$ cat config.mk
export PLATFORM = sky130hd
export DESIGN_NAME = seq_div_ctrl
export DESIGN_NICKNAME = d
export VERILOG_FILES = /design/src/rtl/seq_div_ctrl.sv
export SDC_FILE = /design/constraint.sdc
export NUM_CORES = 1
export LEC_CHECK = 0
export CAP_MARGIN = 20
export CORE_ASPECT_RATIO = 1.2
export CORE_MARGIN = 2
export CORE_UTILIZATION = 45
export CTS_BUF_LIST = sky130_fd_sc_hd__clkbuf_16
export CTS_CLUSTER_DIAMETER = 30
export DETAILED_ROUTE_END_ITERATION = 16
export GPL_TIMING_DRIVEN = 1
export MAX_ROUTING_LAYER = met4
export PLACE_DENSITY = 0.65
export SLEW_MARGIN = 25
export SYNTH_ARGS = -nofsm -noshare
export SYNTH_HDL_FRONTEND = slang
export SYNTH_SLANG_ARGS = --single-unit
$ cat constraint.sdc
create_clock -name clk -period 4 [get_ports clk]
set_input_delay 0.8 -clock clk [delete_from_list [all_inputs] [get_ports clk]]
set_output_delay 0.8 -clock clk [all_outputs]
set_load 0.1 [all_outputs]
$ cat src/rtl/seq_div_ctrl.sv
// Multi-cycle signed divider: latches operands, takes magnitudes, runs a radix-2
// restoring shift/subtract loop for WIDTH cycles, then applies the result signs.
`timescale 1ns/1ps
module seq_div_ctrl #(
  parameter int WIDTH = 32
) (
  input  logic             clk,
  input  logic             rst_n,
  input  logic             start,
  input  logic [WIDTH-1:0] dividend,
  input  logic [WIDTH-1:0] divisor,
  output logic             busy,
  output logic             done,
  output logic [WIDTH-1:0] quotient,
  output logic [WIDTH-1:0] remainder,
  output logic             div_by_zero
);

  localparam int CW = (WIDTH > 1) ? $clog2(WIDTH) : 1;
  localparam logic [CW-1:0] CNT_ONE  = CW'(1);
  localparam logic [CW-1:0] CNT_LAST = CW'(WIDTH - 1);

  typedef enum logic [1:0] {
    S_IDLE  = 2'd0,
    S_SETUP = 2'd1,
    S_ITER  = 2'd2,
    S_FIXUP = 2'd3
  } state_t;

  state_t           state_q, state_d;
  logic [WIDTH-1:0] a_q, a_d, b_q, b_d, mag_q, mag_d, q_q, q_d;
  logic [WIDTH-1:0] quot_q, quot_d, rem_q, rem_d;
  logic [WIDTH:0]   r_q, r_d;
  logic [CW-1:0]    cnt_q, cnt_d;
  logic             qneg_q, qneg_d, rneg_q, rneg_d;
  logic             busy_q, busy_d, done_q, done_d, dbz_q, dbz_d;

  logic [WIDTH:0]   r_sh_s, r_sub_s;
  logic             fit_s, b_zero_s;

  // Most-negative input maps to 2^(WIDTH-1) as an unsigned magnitude.
  function automatic logic [WIDTH-1:0] abs_val(input logic [WIDTH-1:0] x);
    return x[WIDTH-1] ? -x : x;
  endfunction

  assign b_zero_s = (b_q == '0);
  assign r_sh_s   = {r_q[WIDTH-1:0], q_q[WIDTH-1]};
  assign r_sub_s  = r_sh_s - {1'b0, mag_q};
  assign fit_s    = r_q[WIDTH] | (r_sh_s >= {1'b0, mag_q});

  // State and datapath registers
  always_ff @(posedge clk or negedge rst_n) begin
    if (!rst_n) begin
      state_q <= S_IDLE;
      a_q     <= '0;
      b_q     <= '0;
      mag_q   <= '0;
      q_q     <= '0;
      r_q     <= '0;
      cnt_q   <= '0;
      qneg_q  <= 1'b0;
      rneg_q  <= 1'b0;
      quot_q  <= '0;
      rem_q   <= '0;
      busy_q  <= 1'b0;
      done_q  <= 1'b0;
      dbz_q   <= 1'b0;
    end else begin
      state_q <= state_d;
      a_q     <= a_d;
      b_q     <= b_d;
      mag_q   <= mag_d;
      q_q     <= q_d;
      r_q     <= r_d;
      cnt_q   <= cnt_d;
      qneg_q  <= qneg_d;
      rneg_q  <= rneg_d;
      quot_q  <= quot_d;
      rem_q   <= rem_d;
      busy_q  <= busy_d;
      done_q  <= done_d;
      dbz_q   <= dbz_d;
    end
  end

  // Next-state logic
  always_comb begin
    state_d = state_q;
    case (state_q)
      S_IDLE:  state_d = start ? S_SETUP : S_IDLE;
      S_SETUP: state_d = b_zero_s ? S_FIXUP : S_ITER;
      S_ITER:  state_d = (cnt_q == CNT_LAST) ? S_FIXUP : S_ITER;
      S_FIXUP: state_d = S_IDLE;
      default: state_d = S_IDLE;
    endcase
  end

  // Datapath and output register updates per state
  always_comb begin
    a_d    = a_q;
    b_d    = b_q;
    mag_d  = mag_q;
    q_d    = q_q;
    r_d    = r_q;
    cnt_d  = cnt_q;
    qneg_d = qneg_q;
    rneg_d = rneg_q;
    quot_d = quot_q;
    rem_d  = rem_q;
    busy_d = busy_q;
    done_d = 1'b0;
    dbz_d  = dbz_q;
    case (state_q)
      S_IDLE: begin
        if (start) begin
          a_d    = dividend;
          b_d    = divisor;
          busy_d = 1'b1;
        end else begin
          busy_d = 1'b0;
        end
      end
      S_SETUP: begin
        mag_d  = abs_val(b_q);
        q_d    = abs_val(a_q);
        r_d    = '0;
        cnt_d  = '0;
        qneg_d = a_q[WIDTH-1] ^ b_q[WIDTH-1];
        rneg_d = a_q[WIDTH-1];
      end
      S_ITER: begin
        r_d   = fit_s ? r_sub_s : r_sh_s;
        q_d   = {q_q[WIDTH-2:0], fit_s};
        cnt_d = cnt_q + CNT_ONE;
      end
      S_FIXUP: begin
        busy_d = 1'b0;
        done_d = 1'b1;
        if (b_zero_s) begin
          quot_d = {WIDTH{1'b1}};
          rem_d  = a_q;
          dbz_d  = 1'b1;
        end else begin
          quot_d = qneg_q ? -q_q : q_q;
          rem_d  = rneg_q ? -r_q[WIDTH-1:0] : r_q[WIDTH-1:0];
          dbz_d  = 1'b0;
        end
      end
      default: begin
        busy_d = 1'b0;
      end
    endcase
  end

  assign busy        = busy_q;
  assign done        = done_q;
  assign quotient    = quot_q;
  assign remainder   = rem_q;
  assign div_by_zero = dbz_q;

endmodule
Word level (Yosys, flattened, before mapping)
Index checks and enable logic that the tools add are counted.
{"block": "totals", "reg_bits": 237, "latch_bits": 0, "ram_bits": 0, "mem_bits_ro": 0, "inputBits": 67, "out_inout_bits": 67, "elab_cells": 50, "n_memories": 0}
{"block": "op_classes", "n_addsub": 6, "n_mul": 0, "div_mod_pow": 0, "order_cmp": 1, "eq_ne": 4, "shifts": 0, "mux": 18, "bitwise": 2, "n_reduce_logical": 5}
{"op": "32-bit 2-to-1 mux", "count": 6}
{"op": "32-bit negation", "count": 4}
{"op": "33-bit one-hot mux with 2 select lines", "count": 1}
{"op": "32-bit one-hot mux with 2 select lines", "count": 1}
{"op": "33-bit by 32-bit >= comparator with 1-bit output", "count": 1}
{"op": "33-bit 2-to-1 mux", "count": 1}
{"op": "33-bit by 32-bit subtractor with 33-bit output", "count": 1}
{"op": "32-bit zero test", "count": 1}
{"op": "5-bit one-hot mux with 2 select lines", "count": 1}
{"op": "2-bit one-hot mux with 4 select lines", "count": 1}
{"op": "1-bit 2-to-1 mux", "count": 6}
{"op": "5-bit by 1-bit adder with 5-bit output (second input constant)", "count": 1}
{"op": "5-bit == test (second input constant)", "count": 1}
{"op": "2-bit == test (second input constant)", "count": 2}
{"op": "2-bit nonzero test", "count": 2}
{"op": "2-bit by 1-bit == test with 1-bit output (second input constant)", "count": 1}
{"op": "2-bit zero test", "count": 1}
{"op": "1-bit one-hot mux with 2 select lines", "count": 1}
{"op": "2-bit AND reduction", "count": 1}
{"op": "1-bit bitwise OR", "count": 1}
{"op": "1-bit bitwise XOR", "count": 1}

Depth between registers and ports, before layout
Gate-level depths: netlist of the first run.
{"block": "logic_depth", "word_depth": 4, "ltp_mapped": 13, "ltp_nobuf": 13}

Least setup slack after synthesis of the first run
OpenSTA, ideal clock, no wires.
{"block": "synth_timing", "path_type": "reg-to-reg", "start": "reg r_q[9]", "end": "reg r_q[0]", "setup_ps": 83, "arrival_time_ps": 3081, "required_ps": 3917, "setup_slack_ps": 836, "stages_incl_launch_ff": 13, "n_path_buf": 2, "synth_period_minus_slack_ps": 3164, "cell_sequence": "dfrtp_1 ha_1 clkbuf_1 nand3_1 or3_1 a31oi_1 o31ai_1 a211oi_2 a21oi_1 o31ai_1 buf_2 mux2_2 o22ai_1"}
{"block": "synth_between", "elab_chain_len": 4}
{"element": "from (decl)", "line_no": "33", "rtl": "logic [WIDTH:0] r_q, r_d;"}
{"element": "from (signal assigned)", "line_no": "74", "rtl": "r_q <= r_d;"}
{"element": "33-bit by 32-bit >= comparator with 1-bit output", "line_no": "49", "rtl": "assign fit_s = r_q[WIDTH] | (r_sh_s >= {1'b0, mag_q});"}
{"element": "1-bit bitwise OR", "line_no": "49"}
{"element": "33-bit 2-to-1 mux", "line_no": "132", "rtl": "r_d = fit_s ? r_sub_s : r_sh_s;"}
{"element": "33-bit one-hot mux with 2 select lines", "line_no": "113", "rtl": "case (state_q)"}
No other way between the ends.
A chain may end at the register's enable or synchronous reset.

Final worst setup path of the first run
{"block": "layout_timing", "start": "reg r_q[8]", "end": "reg r_q[0]"}
The elaborated chain is that of the path after synthesis.

==> flow_summary.yaml, run 1 <==
sta:
  skew_ns: 0.02041
  hold_ws_ns: 0.2978
  timing_hold_violations_final: 0
  setup_viol: 0
  tightestPinTransition_ns: 0.9895
  relSlewSlack_pct: 33.83
  timing.fmax_ghz: 0.2768
  rsz0062_at_grt: "no"
  setup_tns_ns: 0
  period_share_pct: 90.33
  slew_viol_final: 0
  min_period_ns: 3.613
clock_tree:
  holdBufCountCts: 0
  clock-root-buffer: "clkbuf_16"
  cts.repair.resized: 0
  clk_latency_ns: 0.56
  clk_pin_slew_ns: 0.05
  cts_buffers: 53
  postCtsSetupRepairBufs: 0
  clockBufferDepth: 3
  cts.htree.levels: 2
  clock_sinks: 237
  cts_tree: "built"
global_routing:
  grt_pass1_vias: 11540
  grt_pass1_wl_um: 59570
  antenna_found_initial: 0
  track_usage_pct: 23.56
  grt.overflow.total: 0
  grt_start_max_net_pins: 109
place:
  placedCellCount: 1932
  port-buffer-count: 133
  dpl.hpwl_um: 26600
  gp_congestion: 0.9279
route:
  wl_per_cell_um: 18.04
  vias: 11380
  wl_met2_um: 18120
  drt.antenna.violating_nets: 0
  drt_pass1_iterations: 7
  routed_wl_um: 36630
  viasPerCell: 5.605
  topRoutingLayerUsed: "met4"
  initialDrtViolationCount: 617
  routed-wl-met3_um: 1576
  drcViolationCount: 0
  routedLengthMet1_um: 15370
final_layout:
  diodes: 0
  final_util_pct: 57.64
  final_cells: 2030
  final_nets: 1702
  fillers: 2710
  syn2layout_area_growth_pct: 25.46
  drive_above_1_share_pct: 15.30
yosys:
  synth_top_family_by_area: "compound AO/OA/AOI/OAI gates"
  synth_ff_type: "dfrtp_1"
  synth_xor_area_share_pct: 8.954
  synth-simple-area-share_pct: 11.50
  synth_fa_ha_area_share_pct: 3.962
  yosysMostFrequentCell: "dfrtp_1"
  synth_top_area_share_pct: 42.11
  ys_async_sr_fraction_pct: 100.0
  syn_area_mm2: 0.01408
  ys_seq_area_share_pct: 42.11
  synth_top_area_cell: "dfrtp_1"
  synthMuxAreaShare_pct: 11.56
  netlist_instances: 1468
  syn_area_per_cell_um2: 9.595
  synth_compound_area_share_pct: 17.64
  synth_cell_types: 64
  yosysWarnings: 0
  synth-edff-count: 0
  synth_common_cells: "dfrtp_1 (237), nand2_1 (126), mux2_2 (117)"
  ys_ff_latch: 237
  synth.area.top_cells: "dfrtp_1 (42%), mux2_2 (9.4%), xor2_1 (5.5%)"
  syn-num-nets: 1579
die:
  die_w_um: 165.5
  core_area_mm2: 0.03065
  num_io_pins: 134
  die-area_mm2: 0.03274
  dieHeight_um: 197.8
  initial_core_util_pct: 45.95
  num_rows: 70
worst_setup_path:
  end_kind: "register"
  worstPathArrival_ns: 4.09
  r2r_slack_ns: 0.39
  worstSetupStartpointType: "register"
  regToRegStartpoint: "r_q[8]$_DFFE_PN0P_"
  critPathKind: "register to register"
  cp.required_ns: 4.48
  critPathMaxFanout: 40
  r2r_cells: 11
  worstReg2RegEnd: "r_q[0]$_DFFE_PN0P_"
pwr:
  cellLeakagePower_nw: 7.585
  ir_drop_mv: 0.7494
  cellPowerDensity_mw_per_mm2: 937.3
status:
  status: "finished, final reports clean"
job:
  cap_viol_max_count: 0
worst_hold_path:
  min_path_type: "input port to asynchronous set/reset pin"
==> sequential cells by signal, indices dropped and copies added (netlist names) <==
signal,flops
div_by_zero,1
done,1
q_q,32
cnt_q,5
busy,1
qneg_q,1
r_q,33
a_q,32
quotient,32
remainder,32
rneg_q,1
state_q,2
b_q,32
mag_q,32
==> final cells by class <==
class	count	area (um^2)	area share, %
Inverter	70	262.8	1.487
Multi-Input combinational cell	1073	7596	42.99
Sequential cell	237	5932	33.57
Clock inverter	44	474.2	2.684
Tap cell	396	495.5	2.804
Clock buffer	54	1351	7.647
Timing Repair Buffer	156	1559	8.823
==> how the worst max path moves through the flow <==
stage / from / end / slack (ns) / depth (start not counted)
after CTS: r_q[8]$_DFFE_PN0P_ / r_q[0]$_DFFE_PN0P_ / 0.40 / 11
after global routing: r_q[5]$_DFFE_PN0P_ / r_q[0]$_DFFE_PN0P_ / 0.17 / 11
after detailed placement: r_q[8]$_DFFE_PN0P_ / r_q[0]$_DFFE_PN0P_ / 0.42 / 11
final: r_q[8]$_DFFE_PN0P_ / r_q[0]$_DFFE_PN0P_ / 0.39 / 11
after floorplan: r_q[9]$_DFFE_PN0P_ / r_q[0]$_DFFE_PN0P_ / 0.84 / 12
after global placement: r_q[8]$_DFFE_PN0P_ / r_q[0]$_DFFE_PN0P_ / 0.49 / 11
==> per-layer routing <==
metal	vias to the layer above	track usage (%)
met4	0	10.12
met1	5443	27.76
met3	108	3.833
li1	5521	-
met5	-	-
met2	306	39.70
==> per-stage QoR <==
step | instance area, um^2 | power [mW] | setup WS (ns)
6_report | 17670 | 16.56 | 0.3869
5_1_grt | 17670 | 17.57 | 0.1671
4_1_cts | 17670 | 16.69 | 0.4032
3_5_place_dp | 15840 | 12.22 | 0.4202
3_3_place_gp | 15840 | 12.08 | 0.4865
2_1_floorplan | 14080 | 10.24 | 0.8361
==> worst max-delay path, cell delays in order, from the launching register on <==
cell      delay (ns)
dfrtp_1         0.45
ha_1            0.45
nand3_1         0.15
or3_1           0.37
a31oi_1         0.27
o31ai_1         0.17
a211oi_2        0.47
a21oi_1         0.19
o31ai_4         0.24
buf_12          0.29
mux2_2          0.37
o22ai_1         0.09
==> placed cells by master (no fill, tap or decap), types with 31 or more instances in the layout <==
cell / n
nand2_1: 125
a21oi_1: 88
ha_1: 39
xor2_1: 88
mux2_2: 117
clkbuf_16: 54
o21ai_0: 116
clkdlybuf4s50_1: 132
inv_1: 74
xnor2_1: 56
nor2_1: 97
dfrtp_1: 236
mux2i_1: 31
==> cells by family after synthesis <==
| family | after synthesis |
|---|---|
| compound gates | 387 |
| xor+xnor | 144 |
| simple gates | 350 |
| flops | 237 |
| mux | 148 |
| fa+ha+maj | 44 |
| buf+inv | 158 |
==> power breakdown <==
group,switching [mW],internal (mW)
registers,1.18,3.40
clock network,1.45,2.92
logic,4.85,2.76
total,7.48,9.09
No activity file was read; power rests on OpenSTA's default activity.
==> run 2: changes to the inputs <==
- CORE_UTILIZATION: 45 -> 35
- PLACE_DENSITY: 0.65 -> 0.53
==> run 2 against run 1 <==
  * Wire length increased by 6.7%
  * Hold slack got worse by 0.12 ns
  * Critical path type unchanged
  * Via count decreased by 0.17%
  * Register-to-register slack improved by 0.05 ns
  * Critical endpoint is now r_q[30]$_DFFE_PN0P_
  * Non-clock buffer count unchanged
  * Critical path depth increased by 1
  * Sequential power about the same
==> flow_summary.yaml, run 2 (synthesis gave the netlist of run 1 again) <==
status:
  status: "finished, final reports clean"
die:
  num_io_pins: 134
  die-area_mm2: 0.04187
  initial_core_util_pct: 35.44
  die_w_um: 187.1
  num_rows: 80
  core_area_mm2: 0.03974
  dieHeight_um: 223.8
pwr:
  clock_power_share_pct: 29.4
  ir_drop_mv: 0.5468
  p_sw_share_pct: 44.14
  switchingPower_mw: 7.665
  internal_power_mw: 9.700
  seqPwrFrac_pct: 26.4
  cellLeakagePower_nw: 7.756
  power_frac_comb_pct: 44.2
  cellPowerDensity_mw_per_mm2: 955.1
  post-layout-total-power_mw: 17.37
worst_hold_path:
  min_path_type: "input port to asynchronous set/reset pin"
route:
  routed_wl_um: 39100
  drcViolationCount: 0
  drt.antenna.violating_nets: 0
  drt_pass1_iterations: 5
  viasPerCell: 5.201
  wl_per_cell_um: 17.90
  vias: 11360
  initialDrtViolationCount: 538
final_layout:
  drive_above_1_share_pct: 16.11
  largest_reg_flops: 33
  regMostFlops: "r_q"
  diodes: 0
  finalInstanceArea_mm2: 0.01818
  final_common_cell: "dfrtp_1"
  syn2layout_area_growth_pct: 29.08
  layout_common_cells: "dfrtp_1 (235), clkdlybuf4s50_1 (132), nand2_1 (125)"
  final_nets: 1710
global_routing:
  track_usage_pct: 19.46
  grt_pass1_wl_um: 62930
  grt_pass1_vias: 11540
  grt.overflow.total: 0
  antenna_found_initial: 0
  grt_start_max_net_pins: 76
worst_setup_path:
  critPathMaxFanout: 27
  r2r_cells: 12
  end_kind: "register"
  worstPathArrival_ns: 4.03
  worstSetupStartpointType: "register"
  cp.required_ns: 4.48
  critPathKind: "register to register"
clock_tree:
  postCtsSetupRepairBufs: 0
  holdBufCountCts: 0
  clk_latency_ns: 0.61
  clockBufferDepth: 3
  clk_pin_slew_ns: 0.05
  cts.htree.levels: 2
  cts_buffers: 61
  cts_tree: "built"
  clock_sinks: 237
  cts.repair.resized: 0
  clock-root-buffer: "clkbuf_16"
place:
  port-buffer-count: 133
  placed_cell_area_mm2: 0.01602
  gp_congestion: 0.8988
  dpl.hpwl_um: 28430
sta:
  timing_hold_violations_final: 0
  setup_viol: 0
  tightestPinTransition_ns: 0.9931
  skew_ns: 0.03197
  timing.fmax_ghz: 0.2810
  setup_tns_ns: 0
  min_period_ns: 3.559
  slew_viol_final: 0
  rsz0062_at_grt: "no"
  relSlewSlack_pct: 33.59
  period_share_pct: 88.98
job:
  cap_viol_max_count: 0
-- run 2: metrics by stage --
| stage | hold slack, ns | setup slack [ns] | std cells | util, % |
|---|---|---|---|---|
| global route | 0.2187 | 0.2009 | 2184 | 45.75 |
| finish | 0.1776 | 0.4408 | 2184 | 45.75 |
| CTS | 0.1850 | 0.4628 | 2184 | 45.75 |
| floorplan | 0.4577 | 0.8361 | 1468 | - |
| detailed placement | 0.4864 | 0.5048 | 2069 | 40.30 |
| global placement | 0.4758 | 0.5670 | 2069 | 40.30 |
-- run 2: final timing paths --
| path | from | to | slack, ns |
|---|---|---|---|
| worst max-delay path | r_q[5]$_DFFE_PN0P_ | r_q[30]$_DFFE_PN0P_ | 0.44 |
| worst min-delay path | rst_n | quotient[4]$_DFFE_PN0P_ | 0.18 |
| worst max register to register | r_q[5]$_DFFE_PN0P_ | r_q[30]$_DFFE_PN0P_ | 0.44 |
| worst min register to register | r_q[32]$_DFFE_PN0P_ | r_q[32]$_DFFE_PN0P_ | 0.49 |
| max in group asynchronous | rst_n | b_q[19]$_DFFE_PN0P_ | 2.89 |
| min in group clk | r_q[32]$_DFFE_PN0P_ | r_q[32]$_DFFE_PN0P_ | 0.49 |
-- run 2: worst max-delay path, cell delays in order, from the launching register on --
cell       delay (ns)
dfrtp_1          0.44
ha_1             0.42
nand4_1          0.19
or3_1            0.34
a31oi_1          0.21
o31ai_1          0.15
a211oi_2         0.40
a21oi_1          0.18
o31ai_4          0.31
buf_12           0.26
buf_4            0.22
o2bb2ai_1        0.08
a31o_2           0.21
-- run 2: power by group through the flow --
stage,registers [mW],clock network [mW],logic (mW)
after detailed placement,4.63,0,7.70
after global routing,4.77,5.33,8.32
after global placement,4.59,0,7.65
after floorplan,6.20,0,4.04
after CTS,4.60,5.21,7.74
final,4.59,5.10,7.67
-- run 2: metal layers --
metal  vias to the layer above  track usage (%)  share of wire, %
li1                       5542                -                 -
met1                      5462            23.14                43
met2                       275            33.09                49
met3                        80            3.071               4.4
met4                         0            7.706               3.0
met5                         -                -                 0
-- run 2: area by class of cell --
type / instances / area [um^2]
repair buffers: 156 / 1559
well taps: 533 / 666.9
flip-flops and latches: 237 / 5933
inverters: 70 / 262.8
multi-input cells: 1073 / 7596
fillers: 3827 / 21560
clock inverters: 53 / 611.8
clock buffers: 62 / 1551
